==> src/rtl/lsu_pkg.sv <==
// lsu_pkg: shared state encoding, access-size codes and lane helpers for the load/store unit
package lsu_pkg;
  typedef enum logic [1:0] {IDLE, REQ, WAIT, DONE} lsu_state_e;
  localparam logic [1:0] SZ_BYTE = 2'b00;
  localparam logic [1:0] SZ_HALF = 2'b01;
  localparam logic [1:0] SZ_WORD = 2'b10;
  localparam int LSU_TIMEOUT_DEFAULT = 16;
  function automatic logic [3:0] be_of(input logic [1:0] size, input logic [1:0] lane);
    return size == SZ_BYTE ? 4'b0001 << lane : size == SZ_HALF ? 4'b0011 << {lane[1], 1'b0} : 4'b1111;
  endfunction
  function automatic logic [31:0] wdata_of(input logic [1:0] size, input logic [31:0] d);
    return size == SZ_BYTE ? {4{d[7:0]}} : size == SZ_HALF ? {2{d[15:0]}} : d;
  endfunction
endpackage

==> src/rtl/lsu_ctrl_if.sv <==
// lsu_ctrl_if: data-memory req/gnt/rvalid bus between the load/store unit and memory
interface lsu_ctrl_if;
  logic        dmem_req_o;
  logic        dmem_we_o;
  logic [31:0] dmem_addr_o;
  logic [3:0]  dmem_be_o;
  logic [31:0] dmem_wdata_o;
  logic        dmem_gnt_in;
  logic        dmem_rvalid_in;
  logic [31:0] dmem_rdata_in;
  modport master (output dmem_req_o, dmem_we_o, dmem_addr_o, dmem_be_o, dmem_wdata_o,
                  input  dmem_gnt_in, dmem_rvalid_in, dmem_rdata_in);
  modport slave  (input  dmem_req_o, dmem_we_o, dmem_addr_o, dmem_be_o, dmem_wdata_o,
                  output dmem_gnt_in, dmem_rvalid_in, dmem_rdata_in);
endinterface

==> src/rtl/lsu_load_align.sv <==
// lsu_load_align: picks the addressed byte/half lane of read data and sign- or zero-extends it
module lsu_load_align
  import lsu_pkg::*;
(
  input  logic [31:0] i_rdata,
  input  logic [1:0]  i_lane,
  input  logic [1:0]  i_size,
  input  logic        i_uns,
  output logic [31:0] o_data
);
  logic [7:0]  w_b;
  logic [15:0] w_h;
  assign w_b = i_rdata[{i_lane, 3'b000} +: 8];
  assign w_h = i_lane[1] ? i_rdata[31:16] : i_rdata[15:0];
  assign o_data = i_size == SZ_BYTE ? {{24{~i_uns & w_b[7]}}, w_b} :
                  i_size == SZ_HALF ? {{16{~i_uns & w_h[15]}}, w_h} : i_rdata;
endmodule

==> src/rtl/lsu_ctrl.sv <==
// lsu_ctrl: sequences one load/store over the dmem req/gnt/rvalid bus and stalls the pipeline meanwhile.
// Define LSU_MISALIGN_TRAP_EN to trap misaligned half/word accesses instead of aligning them down.
module lsu_ctrl
  import lsu_pkg::*;
#(
  parameter int TIMEOUT_CYCLES = LSU_TIMEOUT_DEFAULT
) (
  input  logic              clk_in,
  input  logic              rst_n_in,
  input  logic              ld_in,
  input  logic              st_in,
  input  logic [1:0]        size_in,
  input  logic              unsigned_in,
  input  logic [31:0]       addr_in,
  input  logic [31:0]       wdata_in,
  lsu_ctrl_if.master        dmem,
  output logic              stall_o,
  output logic              done_o,
  output logic [31:0]       load_data_o,
  output logic              bus_err_o,
  output logic              misalign_o
);
  localparam logic [7:0] TMO = 8'(TIMEOUT_CYCLES);
  lsu_state_e  r_state;
  logic        r_req, r_we, r_uns, r_done, r_bus_err, r_misalign;
  logic [1:0]  r_size, r_lane;
  logic [3:0]  r_be;
  logic [7:0]  r_cnt;
  logic [31:0] r_addr, r_wdata, r_load_data;
  logic [1:0]  w_lane;
  logic [7:0]  w_cnt_nx;
  logic        w_tmo, w_trap;
  logic [31:0] w_fmt;
  // lane after aligning down; a trapped access never reaches the bus so its lane is irrelevant
  assign w_lane = size_in == SZ_BYTE ? addr_in[1:0] : size_in == SZ_HALF ? {addr_in[1], 1'b0} : 2'b00;
`ifdef LSU_MISALIGN_TRAP_EN
  assign w_trap = (size_in == SZ_HALF && addr_in[0]) || (size_in == SZ_WORD && addr_in[1:0] != 2'b00);
`else
  assign w_trap = 1'b0;
`endif
  assign w_cnt_nx = r_cnt + 8'd1;
  assign w_tmo = w_cnt_nx == TMO;
  lsu_load_align u_align (
    .i_rdata (dmem.dmem_rdata_in),
    .i_lane  (r_lane),
    .i_size  (r_size),
    .i_uns   (r_uns),
    .o_data  (w_fmt)
  );
  always_ff @(posedge clk_in or negedge rst_n_in) begin
    if (!rst_n_in) begin
      r_state <= IDLE;
      r_req <= 1'b0;
      r_we <= 1'b0;
      r_uns <= 1'b0;
      r_size <= SZ_BYTE;
      r_lane <= 2'b00;
      r_addr <= '0;
      r_be <= '0;
      r_wdata <= '0;
      r_cnt <= '0;
      r_done <= 1'b0;
      r_load_data <= '0;
      r_bus_err <= 1'b0;
      r_misalign <= 1'b0;
    end else begin
      r_done <= 1'b0;
      case (r_state)
        IDLE: if (ld_in || st_in) begin
          r_we <= st_in;
          r_size <= size_in;
          r_uns <= unsigned_in;
          r_lane <= w_lane;
          r_addr <= {addr_in[31:2], 2'b00};
          r_be <= be_of(size_in, w_lane);
          r_wdata <= wdata_of(size_in, wdata_in);
          r_cnt <= '0;
          r_load_data <= '0;
          r_bus_err <= 1'b0;
          r_misalign <= w_trap;
          r_state <= w_trap ? DONE : REQ;
          r_done <= w_trap;
          r_req <= ~w_trap;
        end
        REQ: begin
          r_cnt <= w_cnt_nx;
          if (dmem.dmem_gnt_in) begin
            r_req <= 1'b0;
            r_cnt <= '0;
            r_state <= r_we ? DONE : WAIT;
            r_done <= r_we;
          end else if (w_tmo) begin
            r_req <= 1'b0;
            r_bus_err <= 1'b1;
            r_state <= DONE;
            r_done <= 1'b1;
          end
        end
        WAIT: begin
          r_cnt <= w_cnt_nx;
          if (dmem.dmem_rvalid_in) begin
            r_load_data <= w_fmt;
            r_state <= DONE;
            r_done <= 1'b1;
          end else if (w_tmo) begin
            r_bus_err <= 1'b1;
            r_state <= DONE;
            r_done <= 1'b1;
          end
        end
        DONE: r_state <= IDLE;
      endcase
    end
  end
  assign dmem.dmem_req_o = r_req;
  assign dmem.dmem_we_o = r_we;
  assign dmem.dmem_addr_o = r_addr;
  assign dmem.dmem_be_o = r_be;
  assign dmem.dmem_wdata_o = r_wdata;
  assign stall_o = (r_state == IDLE && (ld_in || st_in)) || r_state == REQ || r_state == WAIT;
  assign done_o = r_done;
  assign load_data_o = r_load_data;
  assign bus_err_o = r_bus_err;
  assign misalign_o = r_misalign;
endmodule

==> src/flat_wrapper.sv <==
// flat-port wrapper written by rule: the top's interface ports become plain ports
module lsu_ctrl_flat import lsu_pkg::*;
#(
  parameter int TIMEOUT_CYCLES = LSU_TIMEOUT_DEFAULT
)
  (clk_in, rst_n_in, ld_in, st_in, size_in, unsigned_in, addr_in, wdata_in, stall_o, done_o, load_data_o, bus_err_o, misalign_o, dmem_dmem_req_o, dmem_dmem_we_o, dmem_dmem_addr_o, dmem_dmem_be_o, dmem_dmem_wdata_o, dmem_dmem_gnt_in, dmem_dmem_rvalid_in, dmem_dmem_rdata_in);
  lsu_ctrl_if dmem_i ();
  input  logic clk_in;
  input  logic rst_n_in;
  input  logic ld_in;
  input  logic st_in;
  input  logic [1:0] size_in;
  input  logic unsigned_in;
  input  logic [31:0] addr_in;
  input  logic [31:0] wdata_in;
  output logic stall_o;
  output logic done_o;
  output logic [31:0] load_data_o;
  output logic bus_err_o;
  output logic misalign_o;
  output wire logic [$bits(dmem_i.dmem_req_o)-1:0] dmem_dmem_req_o;
  output wire logic [$bits(dmem_i.dmem_we_o)-1:0] dmem_dmem_we_o;
  output wire logic [$bits(dmem_i.dmem_addr_o)-1:0] dmem_dmem_addr_o;
  output wire logic [$bits(dmem_i.dmem_be_o)-1:0] dmem_dmem_be_o;
  output wire logic [$bits(dmem_i.dmem_wdata_o)-1:0] dmem_dmem_wdata_o;
  input wire logic [$bits(dmem_i.dmem_gnt_in)-1:0] dmem_dmem_gnt_in;
  input wire logic [$bits(dmem_i.dmem_rvalid_in)-1:0] dmem_dmem_rvalid_in;
  input wire logic [$bits(dmem_i.dmem_rdata_in)-1:0] dmem_dmem_rdata_in;
  assign dmem_dmem_req_o = dmem_i.dmem_req_o;
  assign dmem_dmem_we_o = dmem_i.dmem_we_o;
  assign dmem_dmem_addr_o = dmem_i.dmem_addr_o;
  assign dmem_dmem_be_o = dmem_i.dmem_be_o;
  assign dmem_dmem_wdata_o = dmem_i.dmem_wdata_o;
  assign dmem_i.dmem_gnt_in = dmem_dmem_gnt_in;
  assign dmem_i.dmem_rvalid_in = dmem_dmem_rvalid_in;
  assign dmem_i.dmem_rdata_in = dmem_dmem_rdata_in;
  lsu_ctrl #(.TIMEOUT_CYCLES(TIMEOUT_CYCLES)) u_core (.clk_in(clk_in), .rst_n_in(rst_n_in), .ld_in(ld_in), .st_in(st_in), .size_in(size_in), .unsigned_in(unsigned_in), .addr_in(addr_in), .wdata_in(wdata_in), .dmem(dmem_i), .stall_o(stall_o), .done_o(done_o), .load_data_o(load_data_o), .bus_err_o(bus_err_o), .misalign_o(misalign_o));
endmodule
==> config.mk <==
export PLATFORM = sky130hd
export DESIGN_NAME = lsu_ctrl_flat
export DESIGN_NICKNAME = d
export VERILOG_FILES = /design/src/rtl/lsu_pkg.sv /design/src/rtl/lsu_ctrl_if.sv /design/src/rtl/lsu_load_align.sv /design/src/rtl/lsu_ctrl.sv /design/src/flat_wrapper.sv
export SDC_FILE = /design/constraint.sdc
export NUM_CORES = 1
export LEC_CHECK = 0
export BUFFER_PORTS_ARGS = -buffer_cell sky130_fd_sc_hd__buf_2
export CORE_ASPECT_RATIO = 2
export CORE_UTILIZATION = 50
export CTS_CLUSTER_DIAMETER = 60
export CTS_CLUSTER_SIZE = 24
export DETAILED_ROUTE_END_ITERATION = 12
export PLACE_DENSITY = 0.81
export SETUP_SLACK_MARGIN = 0.2
export SLEW_MARGIN = 20
export SYNTH_ARGS = -nofsm -noshare
export SYNTH_HDL_FRONTEND = slang
export SYNTH_SLANG_ARGS = --single-unit
export TNS_END_PERCENT = 20
==> constraint.sdc <==
create_clock -name clk_in -period 4.2 [get_ports clk_in]
set_input_delay 0.42 -clock clk_in [delete_from_list [all_inputs] [get_ports clk_in]]
set_output_delay 0.42 -clock clk_in [all_outputs]
set_load 0.02 [all_outputs]
==> metrics.txt <==
Synth area leader dfrtp_1; post-synthesis mux area share 8.06%; first-pass GRT wire length 24600 um; placed cell count 892; GP Congestion 0.914; grt total ovfl 0; grt peak-use layer met2; Chip Width ~77 um; Num CTS Buffers 17; Mapped Area 0.00559 sq mm; Critical Path Fanout Max 43; Final ANT Viol Nets 0; area of the multi-input gates 0.00241 sq mm; I/O pin total 211; startpoint types flop; Core ar. 0.0109 sq mm; Hold WS 0.191 ns; synth warn 0; post-synth top area share 52.4%; Post-CTS Resized 0; gr usage total 27.5%; detailed-route DRC error count 0; Layout Skew 0.00753 ns; post-DP HPWL 11300 um; Post-Syn Instances ~580; Worst-Margin Slew 1.03 ns; worst path required time 3.78 ns; non-filler cells, final 925; Die ar. 0.0116 sq mm; min cycle time layout 2.76 ns; xor and xnor area share after synthesis 0.313%; met3 Use GR under 10%; # rows 54; M1 GR Usage 28.3%; pin count of the biggest net entering global routing 103; top cells by count, synth nand2_1, dfrtp_1, o21ai_0; clk buf depth 2; largest family of logic cells by synthesized area simple AND/OR/NAND/NOR gates; routed vias/inst 5.57; met2 Use GR 49.0%; Peak VDD IR between 0.4 and 0.5 mV; Initial Util between 50% and 60%; final hold viol count 0; CTS sink count about 120; ys flop type dfrtp_1; Initial DRC Count between 200 and 300; clock latency on the worst-skew pair about 0.41 ns; LEAKAGE 3.94 nW; most frequent cell after synthesis nand2_1; Post-Synth Simple-Gate Area 18.3%; initial antenna violation count 0; unrepaired setup endpoints after global routing no; headroom to the max-slew limit 30.9%; Max Fclk 363 MHz; CTS Root Cell clkbuf_16; # setup viols final 0; Clock transition at path regs around 0.05 ns; top post-synthesis cells by area dfrtp_1, nand2_1, mux2i_1; Async SR Flop Fraction 100%; Cell variety after synth 50; IO Port Bufs 207; WL final about 16000 um; hold crit path type input pin to flop; First-pass DRT Iterations 5; CP arrival approximately 2.3 ns; CP Class flop to output port; sequential element share of the synthesized area 52.4%; Pwr per Cell Area a little over 800 mW/mm^2; Setup TNS 0 ns; share of layout cells above drive strength 1 33.1%; # diodes 0; CP Capture Type output port; FF+latch area 0.00293 sq mm; Mapped Avg Cell Area 9.65 sq um; Total Nets Final slightly below 900; Final Cycle Share between 60% and 70%; Yosys reg bits between 100 and 150; Layout area overhead 30.5%; status finished, final reports clean; Fillers approximately 860; vias in the first global route between 5000 and 6000; MaxCap Viol Count 0; CTS tree built; H-tree Lvls 4; number of flops mapped to enable cells by yosys 0; die height 152 um; Synth Area in Compound Gates between 10% and 20%; adder and majority cell fraction of the synthesized area 1.12%; WL/cell 17.2 um; fin. max-slew vios 0; via count 5150
[what timing repair did]
action | in CTS | in global routing
hold buffers | 1 | 0
setup buffers | 0 | 0
hold endpoints to repair | 12 | 0
[flip-flops by register name (all words and copies together), names as in the netlist]
register	count
u_core.dmem.dmem_we_o	1
u_core.r_uns	1
u_core.dmem.dmem_be_o	4
u_core.dmem.dmem_wdata_o	32
u_core.r_cnt	8
u_core.dmem.dmem_addr_o	30
u_core.bus_err_o	1
u_core.dmem.dmem_req_o	1
u_core.done_o	1
u_core.r_size	2
u_core.r_lane	2
u_core.load_data_o	32
u_core.r_state	2
[final timing paths]
| check | to | cells after the start | slack [ns] | startpoint |
|---|---|---|---|---|
| worst min-delay path | u_core.dmem.dmem_addr_o[20] | 3 | 0.19 | addr_in[20] |
| min in group asynchronous | u_core.load_data_o[19] | 2 | 0.39 | rst_n_in |
| worst max register to register | u_core.load_data_o[8] | 6 | 1.64 | u_core.r_state[0] |
| worst max-delay path | stall_o | 6 | 1.44 | u_core.r_state[0] |
| worst min register to register | u_core.dmem.dmem_wdata_o[1] | 2 | 0.47 | u_core.dmem.dmem_wdata_o[1] |
| max in group asynchronous | u_core.dmem.dmem_wdata_o[28] | 3 | 2.85 | rst_n_in |
[where the power goes]
group	internal, mW	switching [mW]
Clock	1.10	0.522
Combinational	0.830	1.64
Sequential	1.61	0.320
[layer usage]
layer / wire (um) / share of wire [%]
met1: 5620 / 35
met2: 8490 / 53
met3: 1120 / 7.0
met4: 720 / 4.5
met5: 0 / 0
[logic make-up after synthesis]
| group | Yosys count |
|---|---|
| buf+inv | 48 |
| simple gates | 245 |
| other cells | 1 |
| mux | 36 |
| compound gates | 125 |
| fa+ha+maj | 5 |
| flops | 117 |
| xor+xnor | 2 |
[critical path, cell delays in order, from the launching register on]
cell and delay, ns:
dfrtp_1 0.42, inv_1 0.16, ha_1 0.42, o21a_1 0.19
buf_4 0.40, or3_1 0.17, buf_2 0.16
[stage by stage]
step	setup WS [ns]	cell area, sq um	total power, mW	utilization [%]
2_1_floorplan	2.27	5600	3.58	-
3_3_place_gp	1.92	6620	4.27	60.8
3_5_place_dp	1.78	6620	4.38	60.8
4_1_cts	1.44	7290	6.04	67.0
5_1_grt	1.34	7290	6.35	67.0
6_report	1.44	7290	6.02	67.0
[placed cells by master (no fill, tap or decap), types with 5 or more instances in the layout]
| master | n |
|---|---|
| o21ai_0 | 35 |
| a211o_1 | 8 |
| buf_2 | 206 |
| a22o_1 | 10 |
| a21oi_1 | 28 |
| bufinv_16 | 5 |
| dfrtp_1 | 117 |
| ha_1 | 5 |
| a31oi_1 | 14 |
| nand2_1 | 195 |
| mux4_2 | 7 |
| buf_4 | 6 |
| clkbuf_16 | 17 |
| a221o_1 | 16 |
| mux2i_1 | 27 |
| nor2_1 | 23 |
| inv_1 | 7 |
[final cells by class]
type / count / area share (%)
Clock inverter: 12 / 2.75
Tap cell: 140 / 2.40
Multi-Input combinational cell: 416 / 33.0
Inverter: 7 / 0.360
Sequential cell: 117 / 40.2
Timing Repair Buffer: 213 / 14.9
Clock buffer: 20 / 6.40
No activity file was read; power rests on OpenSTA's default activity.
